## src/rtl/mdu_pkg.sv

```systemverilog
// Shared definitions for the multiply/divide unit: op encodings, FSM states,
// default width and iteration count.
package mdu_pkg;

  localparam int MDU_WIDTH = 32;
  localparam int MDU_ITERS = 32;

  localparam logic [1:0] MDU_OP_MULT = 2'b00;
  localparam logic [1:0] MDU_OP_DIV  = 2'b01;

  typedef enum logic [2:0] {
    IDLE,
    LOAD,
    RUN,
    FIX,
    DONE
  } mdu_state_e;

endpackage

```

## src/rtl/mdu_step.sv

```systemverilog
// One iteration of the iterative multiply/divide datapath: radix-2 Booth step
// for mult, restoring shift-subtract step on magnitudes for div.
module mdu_step
  import mdu_pkg::*;
#(
  parameter int WIDTH = MDU_WIDTH
) (
  input  logic [1:0]       op,
  input  logic [WIDTH:0]   acc,
  input  logic [WIDTH-1:0] q,
  input  logic             q_m1,
  input  logic [WIDTH-1:0] m,
  output logic [WIDTH:0]   acc_nxt,
  output logic [WIDTH-1:0] q_nxt,
  output logic             q_m1_nxt
);

  logic [WIDTH:0] m_ext;
  logic [WIDTH:0] sum;
  logic [WIDTH:0] shifted;
  logic [WIDTH:0] diff;

  always_comb begin
    m_ext    = {m[WIDTH-1], m};
    sum      = acc;
    shifted  = {acc[WIDTH-1:0], q[WIDTH-1]};
    diff     = shifted - {1'b0, m};
    acc_nxt  = acc;
    q_nxt    = q;
    q_m1_nxt = q_m1;
    if (op == MDU_OP_DIV) begin
      // Top bit of diff set means the trial subtraction went negative: restore.
      q_m1_nxt = 1'b0;
      if (!diff[WIDTH]) begin
        acc_nxt = diff;
        q_nxt   = {q[WIDTH-2:0], 1'b1};
      end else begin
        acc_nxt = shifted;
        q_nxt   = {q[WIDTH-2:0], 1'b0};
      end
    end else begin
      // acc carries one guard bit so adding/subtracting the most negative
      // multiplicand cannot overflow before the arithmetic shift.
      case ({q[0], q_m1})
        2'b01:   sum = acc + m_ext;
        2'b10:   sum = acc - m_ext;
        default: sum = acc;
      endcase
      acc_nxt  = {sum[WIDTH], sum[WIDTH:1]};
      q_nxt    = {sum[0], q[WIDTH-1:1]};
      q_m1_nxt = q[0];
    end
  end

endmodule

```

## src/rtl/mult_div_unit.sv

```systemverilog
// Iterative signed multiply/divide unit (IDLE/LOAD/RUN/FIX/DONE, 36 cycles per op).
// Optional macro MDU_DIVZERO_CHECK_EN: divide by zero short-circuits to DONE and flags div_zero.
module mult_div_unit
  import mdu_pkg::*;
#(
  parameter int WIDTH = MDU_WIDTH
) (
  input  logic             clk,
  input  logic             reset,
  input  logic             start,
  input  logic [1:0]       op,
  input  logic [WIDTH-1:0] a,
  input  logic [WIDTH-1:0] b,
  output logic             busy,
  output logic             done,
  output logic [WIDTH-1:0] hi,
  output logic [WIDTH-1:0] lo,
  output logic             div_zero
);

  localparam int CNT_W = $clog2(MDU_ITERS);
  localparam logic [CNT_W-1:0] CNT_LAST = CNT_W'(MDU_ITERS - 1);

  // Handshake: start is honoured only in a cycle with busy=0 and a valid op
  // (a, b, op sampled on that edge); done then pulses for exactly one cycle with
  // hi/lo already valid, and busy drops in the following cycle.
  mdu_state_e state, state_nxt;

  logic [CNT_W-1:0] cnt;
  logic [1:0]       op_r;
  logic [WIDTH-1:0] a_r, b_r;
  logic [WIDTH:0]   acc_r;
  logic [WIDTH-1:0] q_r, m_r;
  logic             q_m1_r;

  logic [WIDTH:0]   acc_step;
  logic [WIDTH-1:0] q_step;
  logic             q_m1_step;

  logic             accept, skip_run, is_div;
  logic [WIDTH-1:0] a_mag, b_mag, fix_hi, fix_lo;

  assign accept = start && ((op == MDU_OP_MULT) || (op == MDU_OP_DIV));
`ifdef MDU_DIVZERO_CHECK_EN
  assign skip_run = accept && (op == MDU_OP_DIV) && (b == '0);
`else
  assign skip_run = 1'b0;
`endif

  assign is_div = (op_r == MDU_OP_DIV);
  assign a_mag  = a_r[WIDTH-1] ? -a_r : a_r;
  assign b_mag  = b_r[WIDTH-1] ? -b_r : b_r;
  // Quotient sign is the XOR of operand signs; remainder follows the dividend.
  assign fix_lo = (is_div && (a_r[WIDTH-1] ^ b_r[WIDTH-1])) ? -q_r : q_r;
  assign fix_hi = (is_div && a_r[WIDTH-1]) ? -acc_r[WIDTH-1:0] : acc_r[WIDTH-1:0];

  mdu_step #(.WIDTH(WIDTH)) u_step (
    .op       (op_r),
    .acc      (acc_r),
    .q        (q_r),
    .q_m1     (q_m1_r),
    .m        (m_r),
    .acc_nxt  (acc_step),
    .q_nxt    (q_step),
    .q_m1_nxt (q_m1_step)
  );

  always_ff @(posedge clk) begin
    if (reset) state <= IDLE;
    else       state <= state_nxt;
  end

  always_comb begin
    state_nxt = state;
    case (state)
      IDLE:    if (accept) state_nxt = skip_run ? DONE : LOAD;
      LOAD:    state_nxt = RUN;
      RUN:     if (cnt == CNT_LAST) state_nxt = FIX;
      FIX:     state_nxt = DONE;
      DONE:    state_nxt = IDLE;
      default: state_nxt = IDLE;
    endcase
  end

  always_ff @(posedge clk) begin
    if (reset) begin
      cnt    <= '0;
      op_r   <= MDU_OP_MULT;
      a_r    <= '0;
      b_r    <= '0;
      acc_r  <= '0;
      q_r    <= '0;
      m_r    <= '0;
      q_m1_r <= 1'b0;
      hi     <= '0;
      lo     <= '0;
    end else begin
      case (state)
        IDLE: begin
          if (accept) begin
            op_r <= op;
            a_r  <= a;
            b_r  <= b;
          end
        end
        LOAD: begin
          acc_r  <= '0;
          cnt    <= '0;
          q_m1_r <= 1'b0;
          q_r    <= is_div ? a_mag : b_r;
          m_r    <= is_div ? b_mag : a_r;
        end
        RUN: begin
          acc_r  <= acc_step;
          q_r    <= q_step;
          q_m1_r <= q_m1_step;
          cnt    <= cnt + 1'b1;
        end
        FIX: begin
          hi <= fix_hi;
          lo <= fix_lo;
        end
        default: ;
      endcase
    end
  end

`ifdef MDU_DIVZERO_CHECK_EN
  logic dz_r;

  always_ff @(posedge clk) begin
    if (reset)              dz_r <= 1'b0;
    else if (state == IDLE) dz_r <= skip_run;
  end

  assign div_zero = (state == DONE) && dz_r;
`else
  assign div_zero = 1'b0;
`endif

  assign busy = (state != IDLE);
  assign done = (state == DONE);

endmodule
```

## config.mk

```make
export PLATFORM = sky130hd
export DESIGN_NAME = mult_div_unit
export DESIGN_NICKNAME = d
export VERILOG_FILES = /design/src/rtl/mdu_pkg.sv /design/src/rtl/mdu_step.sv /design/src/rtl/mult_div_unit.sv
export SDC_FILE = /design/constraint.sdc
export NUM_CORES = 1
export LEC_CHECK = 0
export ABC_AREA = 1
export BUFFER_PORTS_ARGS = -buffer_cell sky130_fd_sc_hd__clkbuf_2
export CAP_MARGIN = 25
export CELL_PAD_IN_SITES_DETAIL_PLACEMENT = 2
export CELL_PAD_IN_SITES_GLOBAL_PLACEMENT = 2
export CORE_MARGIN = 2
export CORE_UTILIZATION = 25
export CTS_CLUSTER_SIZE = 24
export DETAILED_ROUTE_END_ITERATION = 7
export GPL_ROUTABILITY_DRIVEN = 0
export PLACE_DENSITY = 0.75
export SKIP_LAST_GASP = 1
export SYNTH_ARGS = -nofsm -noshare
export SYNTH_HDL_FRONTEND = slang
export SYNTH_SLANG_ARGS = --single-unit
```

## constraint.sdc

```tcl
create_clock -name clk -period 4.7 [get_ports clk]
set_input_delay 0.705 -clock clk [delete_from_list [all_inputs] [get_ports clk]]
set_output_delay 0.705 -clock clk [all_outputs]
set_load 0.005 [all_outputs]
```

# Word level (Yosys, flattened, before mapping)
# Cells that the tools add are included.
# totals
wordCells	60
output_inout_bits	67
reg_bits	236
inputBits	69
# classes
n_eq_ne	11
bitwise	1
n_reduce_logical	10
n_addsub	8
n_mux	19
# op_table
operator	n
$mux 32	7
$pmux 33 s2	2
$neg 32->32	4
$mux 33	2
$pmux 32 s2	1
$add 33x33->33	1
$sub 33x32->33	1
$sub 33x33->33	1
$pmux 3 s4	1
$pmux 5 s2	1
$eq 2x1->1 const B	3
$eq 3x2->1 const B	2
$mux 3	2
$add 5x1->5 const B	1
$eq 5x5->1 const B	1
$ne 2x2->1 const B	2
$reduce_and 2->1	2
$eq 3x1->1 const B	1
$eq 3x3->1 const B	1
$logic_and 1x1->1	3
$logic_not 3->1	1
$reduce_bool 3->1	1
$eq 2x2->1 const B	1
$logic_not 2->1	1
other kinds (5)	6

# Longest topological paths before layout
# Gate-level depths: netlist of the first run.
# depth
depth_word	5
depth_mapped	26
ltp_nobuf	26

# Cells and area by module
# From an unflattened synthesis of the first run, not the netlist that was laid out.
# hier_totals
cells_unflattened	3182
area_unflattened_um2	18977.0
# by_module_without_submodules
mod	cells_per_inst	area_per_inst_um2	instances	seq_area_each_um2
mult_div_unit	1959	12719.7	1	4724.5
mdu_step	1223	6257.3	1	0.0

# Worst setup path after synthesis of the first run
# OpenSTA, ideal clock, no wires.
# synth_timing
path_kind	reg-to-reg
from	register q_r[31]
to	register acc_r[0]
arrival_time_ps	2818
slack_ps	1750
n_path_buf	1
required_time_ps	4568
period_less_slack_ps	2950
path_stages_with_launch	21
setup_time_ps	132
cell_sequence	dfxtp_1 -> inv_1 -> ha_1 -> inv_1 -> fa_1 -> nand3_1 -> nand2_1 -> nand2_1 -> nand2_1 -> nand3_1 -> nand2_1 -> nand2_1 -> nand2_1 -> a21oi_1 -> o21bai_1 -> ha_1 -> inv_1 -> clkbuf_1 -> o21ai_0 -> o221ai_1 -> a21oi_1
# synth_via
elab_chain_len	4
# synth_rtl
element	line	source
from (decl)	mult_div_unit.sv:33	logic [WIDTH-1:0] q_r, m_r;
from (signal assigned)	mult_div_unit.sv:110	q_r <= is_div ? a_mag : b_r;
from (signal assigned)	mult_div_unit.sv:115	q_r <= q_step;
$sub 33x32->33	mdu_step.sv:27	diff = shifted - {1'b0, m};
$mux 33 (*)	mdu_step.sv:34	if (!diff[WIDTH]) begin
$mux 33 (*)	mdu_step.sv:31	if (op == MDU_OP_DIV) begin
$pmux 33 s2 (*)	mult_div_unit.sv:98	case (state)
to (signal assigned)	mult_div_unit.sv:114	acc_r <= acc_step;
to (decl)	mult_div_unit.sv:32	logic [WIDTH:0] acc_r;
# Every way passes the cells marked *; elsewhere a longest branch is shown, timed or not.
# A chain may end at the register's enable or synchronous reset.

# Final worst setup path of the first run
# layout_timing
from	register m_r[1]
to	register acc_r[26]
# layout_via
elab_chain_len	4
word_cells_on_any_way	7
classes_between	3 x add/sub; 4 x mux
# layout_rtl
element	line	source
from (decl)	mult_div_unit.sv:33	
from (signal assigned)	mult_div_unit.sv:111	m_r <= is_div ? b_mag : a_r;
$sub 33x33->33 (tied with other cells)	mdu_step.sv:46	2'b10: sum = acc - m_ext;
$pmux 33 s2 / $mux 33 (equally long branches)	mdu_step.sv:44, mdu_step.sv:34	
$mux 33 (*)	mdu_step.sv:31	
$pmux 33 s2 (*)	mult_div_unit.sv:98	
# Marked as above.

==> summary.txt, run 1 <==
Run status
  – Outcome: complete, no violations

Synthesis
  – Total nets after synthesis: 3126
  – Xor/xnor share of the synthesized area: 5.40%
  – Post-synthesis share of cell area spent on full adders, half adders and majority gates: 5.20%
  – Share of the synthesized area in compound gates (AO/OA/AOI/OAI): 24.6%
  – Synthesis warning total: 0
  – Netlist area before placement: 18300 sq um
  – Count of flip-flops with a built-in enable after synthesis: 0
  – Post-Synth Simple-Gate Area: 28.8%
  – Post-synth ARST share: 0%
  – Largest family of logic cells by synthesized area: simple AND/OR/NAND/NOR gates
  – Count of different cell masters after synthesis: 54
  – Multiplexer share of the synthesized area: 0%
  – Number of instances in the synthesized netlist: 2982
  – Mean area per synthesized cell: 6.15 sq um
  – Most instantiated flip-flop cell in the synthesis netlist: dfxtp_1
  – Flop and latch count out of synthesis: 236
  – Seq/Total Area, Yosys: 25.8%

Pwr
  – Worst IR drop on VDD: 0.425 mV
  – Ratio of total power to cell area: 577 nW/um^2
  – Leak: 9.88 nW

GRT
  – Total global-route track usage: 22.3%
  – Vias in the first global route: 21900
  – Total global routing overflow: 0
  – Maximum number of pins on one net before global-route repair: 89
  – Global-route wire length before repair: 131000 microns
  – Antenna violations before repair: 1

Timing
  – Portion of the clock cycle consumed by the worst path in the final layout: 85.0%
  – Transition time of the tightest slew-check pin: 1030 ps
  – Setup repair after global routing missed its margin: false
  – Final-report max-slew violation count: 0
  – Final critical-path required period: 4000 ps
  – Final hold violations: 0
  – Slew margin rel.: 31.4%
  – Final-layout setup total negative slack: 0 ps
  – Worst Clk Skew: 25.6 ps
  – Maximum achievable frequency: 250 MHz
  – Number of setup violations in the final report: 0

Cells and area
  – Post-route insts no fill: 4047
  – Post-layout net count: 3208
  – Finished Core Util: 29.2%
  – Share of cells above drive strength 1: 10.5%
  – Number of inserted diodes: 0
  – Most common library cell in the layout ignoring fill and taps: nand2_1
  – Cell area after layout: 21200 sq um
  – Area Growth Syn to Fin: 15.8%
  – Commonest cells after routing, fill and taps aside: 654 x nand2_1, 384 x a21oi_1, 327 x inv_1

Routing
  – WL per Instance: 21.1 microns
  – Violation count after the first detailed-routing iteration: 965
  – Detailed Route WL: 85500 microns
  – Antenna Violating Nets Remaining: 0
  – Vias post-DR: 20800
  – Final routed DRC violation total: 0
  – Avg Vias per Cell: 5.15
  – Number of detailed-routing iterations run before antenna repair: 5

Critical path
  – Endpoint arrival time on the critical path: 4530 ps
  – Crit path kind: register to register
  – CP Capture Type: register
  – Worst path required time: 5230 ps
  – Critical Path Start Type: register
  – Crit-path max FO: 5

Floorplan
  – Initial core utilization: 25.2%
  – Width of the chip: 275 microns
  – Placeable core region: 72700 sq um
  – Die area: 75500 sq um
  – Number of rows created at floorplan: 99
  – Floorplan die height: 275 microns
  – IO Pins: 136

Clock tree
  – H-tree levels: 1
  – Source-to-sink clock delay at the later pin of the worst-skew pair: 630 ps
  – CTS Buffer Depth: 3
  – CTS Buf Count: 30
  – CTS clk-pin slew, worst paths: 70 ps
  – Setup Buffers After CTS: 0
  – Hold buffer count at cts: 0
  – Post-CTS resize count: 0
  – Clock root buffer master: clkbuf_16
  – Total number of clock tree sinks: 236
  – TritonCTS clock tree: yes

Placement
  – Cell area reported after detailed placement: 20100 sq um
  – Number of buffers added on ports: 134
  – Post-DP HPWL: 66400 microns
  – Placed cells: 3990

Hold path
  – Worst hold-check path type: input port to register

Flow run
  – Reported max-cap violation count: 0
==> report_power, final <==
group          internal, W  total, W  switching, W
Clock              0.00157   0.00263       0.00106
Sequential         0.00223   0.00256      0.000329
Combinational      0.00203   0.00705       0.00502
==> per-stage QoR <==
stage	hold slack, ps	setup WS [ps]	total power [W]
floorplan	436	1750	0.00710
global placement	451	875	0.00941
detailed placement	466	779	0.00957
CTS	284	724	0.0123
global route	309	308	0.0132
finish	305	704	0.0122
==> metal layers <==
layer  part of all wire, %  vias to the layer above  global-route usage (%)
met1                    44                    10300                    27.6
met4                   3.9                        2                    7.71
li1                      -                    10000                       -
met2                    49                      369                    40.0
met3                   3.0                      137                    2.23
met5                 0.015                        -                       0
==> sequential cells by signal (all words and copies together) (netlist names) <==
register  flops
cnt           5
op_r          2
q_r          32
m_r          32
hi           32
a_r          32
q_m1_r        1
b_r          32
acc_r        33
lo           32
state         3
==> layout make-up <==
cell class / count / area [sq um]
fillers: 9046 / 51500
inverters: 347 / 1310
well taps: 959 / 1200
clock inverters: 16 / 241
flip-flops and latches: 236 / 4720
clock buffers: 40 / 868
multi-input cells: 2258 / 11700
repair buffers: 191 / 1150
==> path summary, 6_finish.rpt <==
path	start	to	slack (ps)	depth (start not counted)
min	b[12]	b_r[12]$_SDFFE_PP0P_	310	3
max	m_r[1]$_SDFFE_PP0P_	acc_r[26]$_SDFFE_PP0N_	700	21
max reg2reg	m_r[1]$_SDFFE_PP0P_	acc_r[26]$_SDFFE_PP0N_	700	21
min reg2reg	q_m1_r$_SDFFE_PP0N_	q_m1_r$_SDFFE_PP0N_	470	2
==> Yosys cell counts, drive strengths merged (7+ instances only) <==
cell type	instances	area, sq um
a21o	7	52.6
a21oi	389	1980
a31oi	13	81.3
buf	34	173
clkbuf	107	402
dfxtp	236	4720
ha	73	913
inv	346	1300
nand2	666	2530
nand3	150	786
nand3b	13	97.6
nand4	16	106
nor2	323	1270
nor3	55	343
nor4	12	90.1
o211ai	31	233
o21ai	329	1670
o21bai	15	116
o221ai	27	236
xnor2	31	272
xor2	82	718
==> worst max-delay path, stage by stage (launching register included) <==
cell and delay [ps]:
dfxtp_1 310, inv_1 190, ha_1 230, nand2_1 100, nor2_2 250, a31oi_1 180
nor2_1 180, nand2_1 140, nor2_2 150, o21ai_0 130, xor2_1 310, ha_1 360
a21oi_1 240, o21ai_0 200, o21bai_1 200, nor2_1 150, nand2_1 70, nand2_1 60
nand3_1 120, nand2_1 100, nand3_1 60, a21oi_1 160
==> kinds of logic after synthesis <==
group | after synthesis
buffers and inverters | 488
DFF | 236
xor gates and xnor gates | 113
and+or+nand+nor | 1243
other | 1
AOI/OAI and AO/OA | 826
adders and majority gates | 75
Power figures use the tool's default switching activity.
==> run 2, diff against run 1 <==
--- a/config.mk
+++ b/config.mk
@@ -5,7 +5,7 @@
 export SDC_FILE = /design/constraint.sdc
 export NUM_CORES = 1
 export LEC_CHECK = 0
-export ABC_AREA = 1
+export ABC_AREA = 0
 export BUFFER_PORTS_ARGS = -buffer_cell sky130_fd_sc_hd__clkbuf_2
 export CAP_MARGIN = 25
 export CELL_PAD_IN_SITES_DETAIL_PLACEMENT = 2
@@ -15,7 +15,7 @@
 export CTS_CLUSTER_SIZE = 24
 export DETAILED_ROUTE_END_ITERATION = 7
 export GPL_ROUTABILITY_DRIVEN = 0
-export PLACE_DENSITY = 0.75
+export PLACE_DENSITY = 0.71
 export SKIP_LAST_GASP = 1
 export SYNTH_ARGS = -nofsm -noshare
 export SYNTH_HDL_FRONTEND = slang
==> summary.txt, run 2 <==
Run status
  – Outcome: complete, no violations

Routing
  – Detailed Route WL: 69100 microns
  – Vias post-DR: 17500
  – Final routed DRC violation total: 0
  – Antenna Violating Nets Remaining: 0
  – Number of detailed-routing iterations run before antenna repair: 5
  – Violation count after the first detailed-routing iteration: 1111
  – Avg Vias per Cell: 5.40
  – WL per Instance: 21.3 microns

Critical path
  – Library cell appearing most often on the critical path: buf_4
  – Slowest Stage Delay on Critical Path: 500 ps
  – CP Capture Type: register
  – Critical path cell sequence: inv_1 -> ha_2 -> or4b_4 -> nor4_4 -> buf_4 -> a21oi_1 -> xnor2_1 -> ha_1 -> buf_4 -> buf_4 -> a31oi_1 -> and3_1 -> o41ai_2 -> buf_4 -> a31oi_2 -> xor2_1 -> o21ai_0 -> a32o_1
  – Slowest stage cell on the critical path: or4b_4
  – Crit path kind: register to register
  – R2R Setup Slk: 90 ps
  – Endpoint arrival time on the critical path: 5080 ps
  – Crit-path max FO: 6
  – Critical Path Start Type: register
  – Worst path required time: 5170 ps

Synthesis
  – Count of different cell masters after synthesis: 86
  – Most instantiated flip-flop cell in the synthesis netlist: dfxtp_1
  – Count of flip-flops with a built-in enable after synthesis: 0
  – List of most frequent post-synthesis cells: 305 x nand2_1, 236 x dfxtp_1, 236 x nor2_1
  – Largest cells by area after synthesis: dfxtp_1 28%, nand2_1 6.8%, a21oi_1 6.4%
  – Post-synth ARST share: 0%
  – Synthesis warning total: 0
  – Flop and latch count out of synthesis: 236
  – Total nets after synthesis: 2402
  – Biggest area consumer among synthesized cells: dfxtp_1
  – Mean area per synthesized cell: 7.44 sq um
  – Netlist area before placement: 16800 sq um
  – Leading cell type by number of instances after synthesis: nand2_1
  – Area share of the largest cell type after synthesis: 28.1%
  – Seq/Total Area, Yosys: 28.1%
  – Number of instances in the synthesized netlist: 2258

Floorplan
  – Width of the chip: 263 microns
  – Initial core utilization: 25.2%
  – Die area: 69300 sq um
  – IO Pins: 136
  – Placeable core region: 66800 sq um
  – Number of rows created at floorplan: 95
  – Floorplan die height: 263 microns

Cells and area
  – Top reg by flops: acc_r
  – Number of inserted diodes: 0
  – Share of cells above drive strength 1: 14.1%
  – Area occupied by registers: 4720 sq um
  – Commonest cells after routing, fill and taps aside: 305 x nand2_1, 236 x dfxtp_1, 235 x nor2_1
  – Area taken by multi-input logic gates: 11300 sq um
  – Most common library cell in the layout ignoring fill and taps: nand2_1
  – Max FFs per register: 33
  – Count of fill cells added during filler insertion: 7861
  – Area Growth Syn to Fin: 17.5%
  – Post-layout net count: 2489

Clock tree
  – Source-to-sink clock delay at the later pin of the worst-skew pair: 600 ps
  – TritonCTS clock tree: yes
  – Clock root buffer master: clkbuf_16
  – CTS clk-pin slew, worst paths: 60 ps
  – CTS Buffer Depth: 3
  – H-tree levels: 1
  – Total number of clock tree sinks: 236
  – CTS Buf Count: 28

Timing
  – Portion of the clock cycle consumed by the worst path in the final layout: 98.1%
  – Number of setup violations in the final report: 0
  – Slew margin rel.: 41.4%
  – Hold WS: 324 ps
  – Setup WS post-layout: 89.0 ps
  – Setup repair after global routing missed its margin: true
  – Final critical-path required period: 4610 ps
  – Maximum achievable frequency: 217 MHz
  – Worst Clk Skew: 30.5 ps
  – Transition time of the tightest slew-check pin: 877 ps
  – Final hold violations: 0
  – Final-report max-slew violation count: 0

Pwr
  – Leak: 7.35 nW
  – Worst IR drop on VDD: 0.240 mV
  – Ratio of total power to cell area: 332 nW/um^2

GRT
  – Total global routing overflow: 0
  – Maximum number of pins on one net before global-route repair: 142
  – Global-route wire length before repair: 108000 microns
  – Total global-route track usage: 19.3%
  – Gr busiest metal: met2
  – Global routing usage on met1: 26.3%
  – Met2 demand-to-capacity share in global routing: 32.2%
  – Antenna violations before repair: 0
  – Global routing met3 resource utilization: 2.33%
  – Vias in the first global route: 18700

Placement
  – Post-placement setup slack: -14.4 ps
  – Post-DP HPWL: 52400 microns
  – Number of buffers added on ports: 134

Hold path
  – Worst hold-check path type: input port to register

Flow run
  – Reported max-cap violation count: 0
[run 2: final timing paths]
path / to / from / depth (start not counted)
worst min-delay path: a_r[27]$_SDFFE_PP0P_ / a[27] / 3
worst min register to register: hi[0]$_SDFFE_PP0P_ / hi[0]$_SDFFE_PP0P_ / 2
worst max register to register: acc_r[27]$_SDFFE_PP0N_ / m_r[0]$_SDFFE_PP0P_ / 18
worst max-delay path: acc_r[27]$_SDFFE_PP0N_ / m_r[0]$_SDFFE_PP0P_ / 18
[run 2: power breakdown]
part | internal (W) | switching [W] | leakage [nW] | total [W]
logic | 0.000807 | 0.00126 | 4.97 | 0.00207
registers | 0.00206 | 0.000117 | 1.91 | 0.00218
clock network | 0.00137 | 0.000941 | 0.472 | 0.00231
[run 2: kinds of logic (layout without fill, tap and decap cells)]
group	count (synthesis)	after routing	share of synthesized area (%)
and+or+nand+nor	774	774	21.2
AOI/OAI and AO/OA	737	737	28.9
DFF	236	236	28.1
buffers and inverters	229	337	5.20
xor gates and xnor gates	187	187	9.75
adders and majority gates	75	75	5.67
muxes	19	19	1.15
other	1	1	0.0223
[run 2: per-layer routing]
layer	vias up	share of wire, %
met4	0	2.6
met1	8752	47
met5	-	0
met2	319	46
met3	88	3.8
li1	8334	-
[run 2: cell type report]
type	count	share of cell area (%)
clock inverter	10	0.785
sequential	236	23.9
multi-input combinational	1793	57.2
timing repair buffer	230	7.33
tap	873	5.53
clock buffer	41	4.15
inverter	56	1.06
[run 2: stage by stage]
stage          setup TNS (ps)  utilization (%)  power, W  instance area [sq um]  cells
6_report                    0             29.6   0.00656                  19800   3239
5_1_grt                  -286             29.6   0.00692                  19800   3239
4_1_cts                     0             29.4   0.00657                  19600   3230
3_5_place_dp            -14.4             27.9   0.00421                  18600   3179
3_3_place_gp                0             27.9   0.00413                  18600   3179
2_1_floorplan               0                -   0.00354                  16800   2258
[run 2: timing repair]
item / 4_1_cts / 5_1_grt
setup endpoints to repair: 1 / 25
setup buffers: 0 / 8
pin swaps: 0 / 10
gates resized for setup: 1 / 26
cloned: 0 / 0
hold buffers: 0 / 0
[run 2: worst max-delay path, delay by kind of cell (launching register included)]
kind / cells / cell delay, ps
xor+xnor: 2 / 400
flops: 1 / 350
compound gates: 6 / 1080
fa+ha+maj: 2 / 600
simple gates: 3 / 1280
buf+inv: 5 / 790
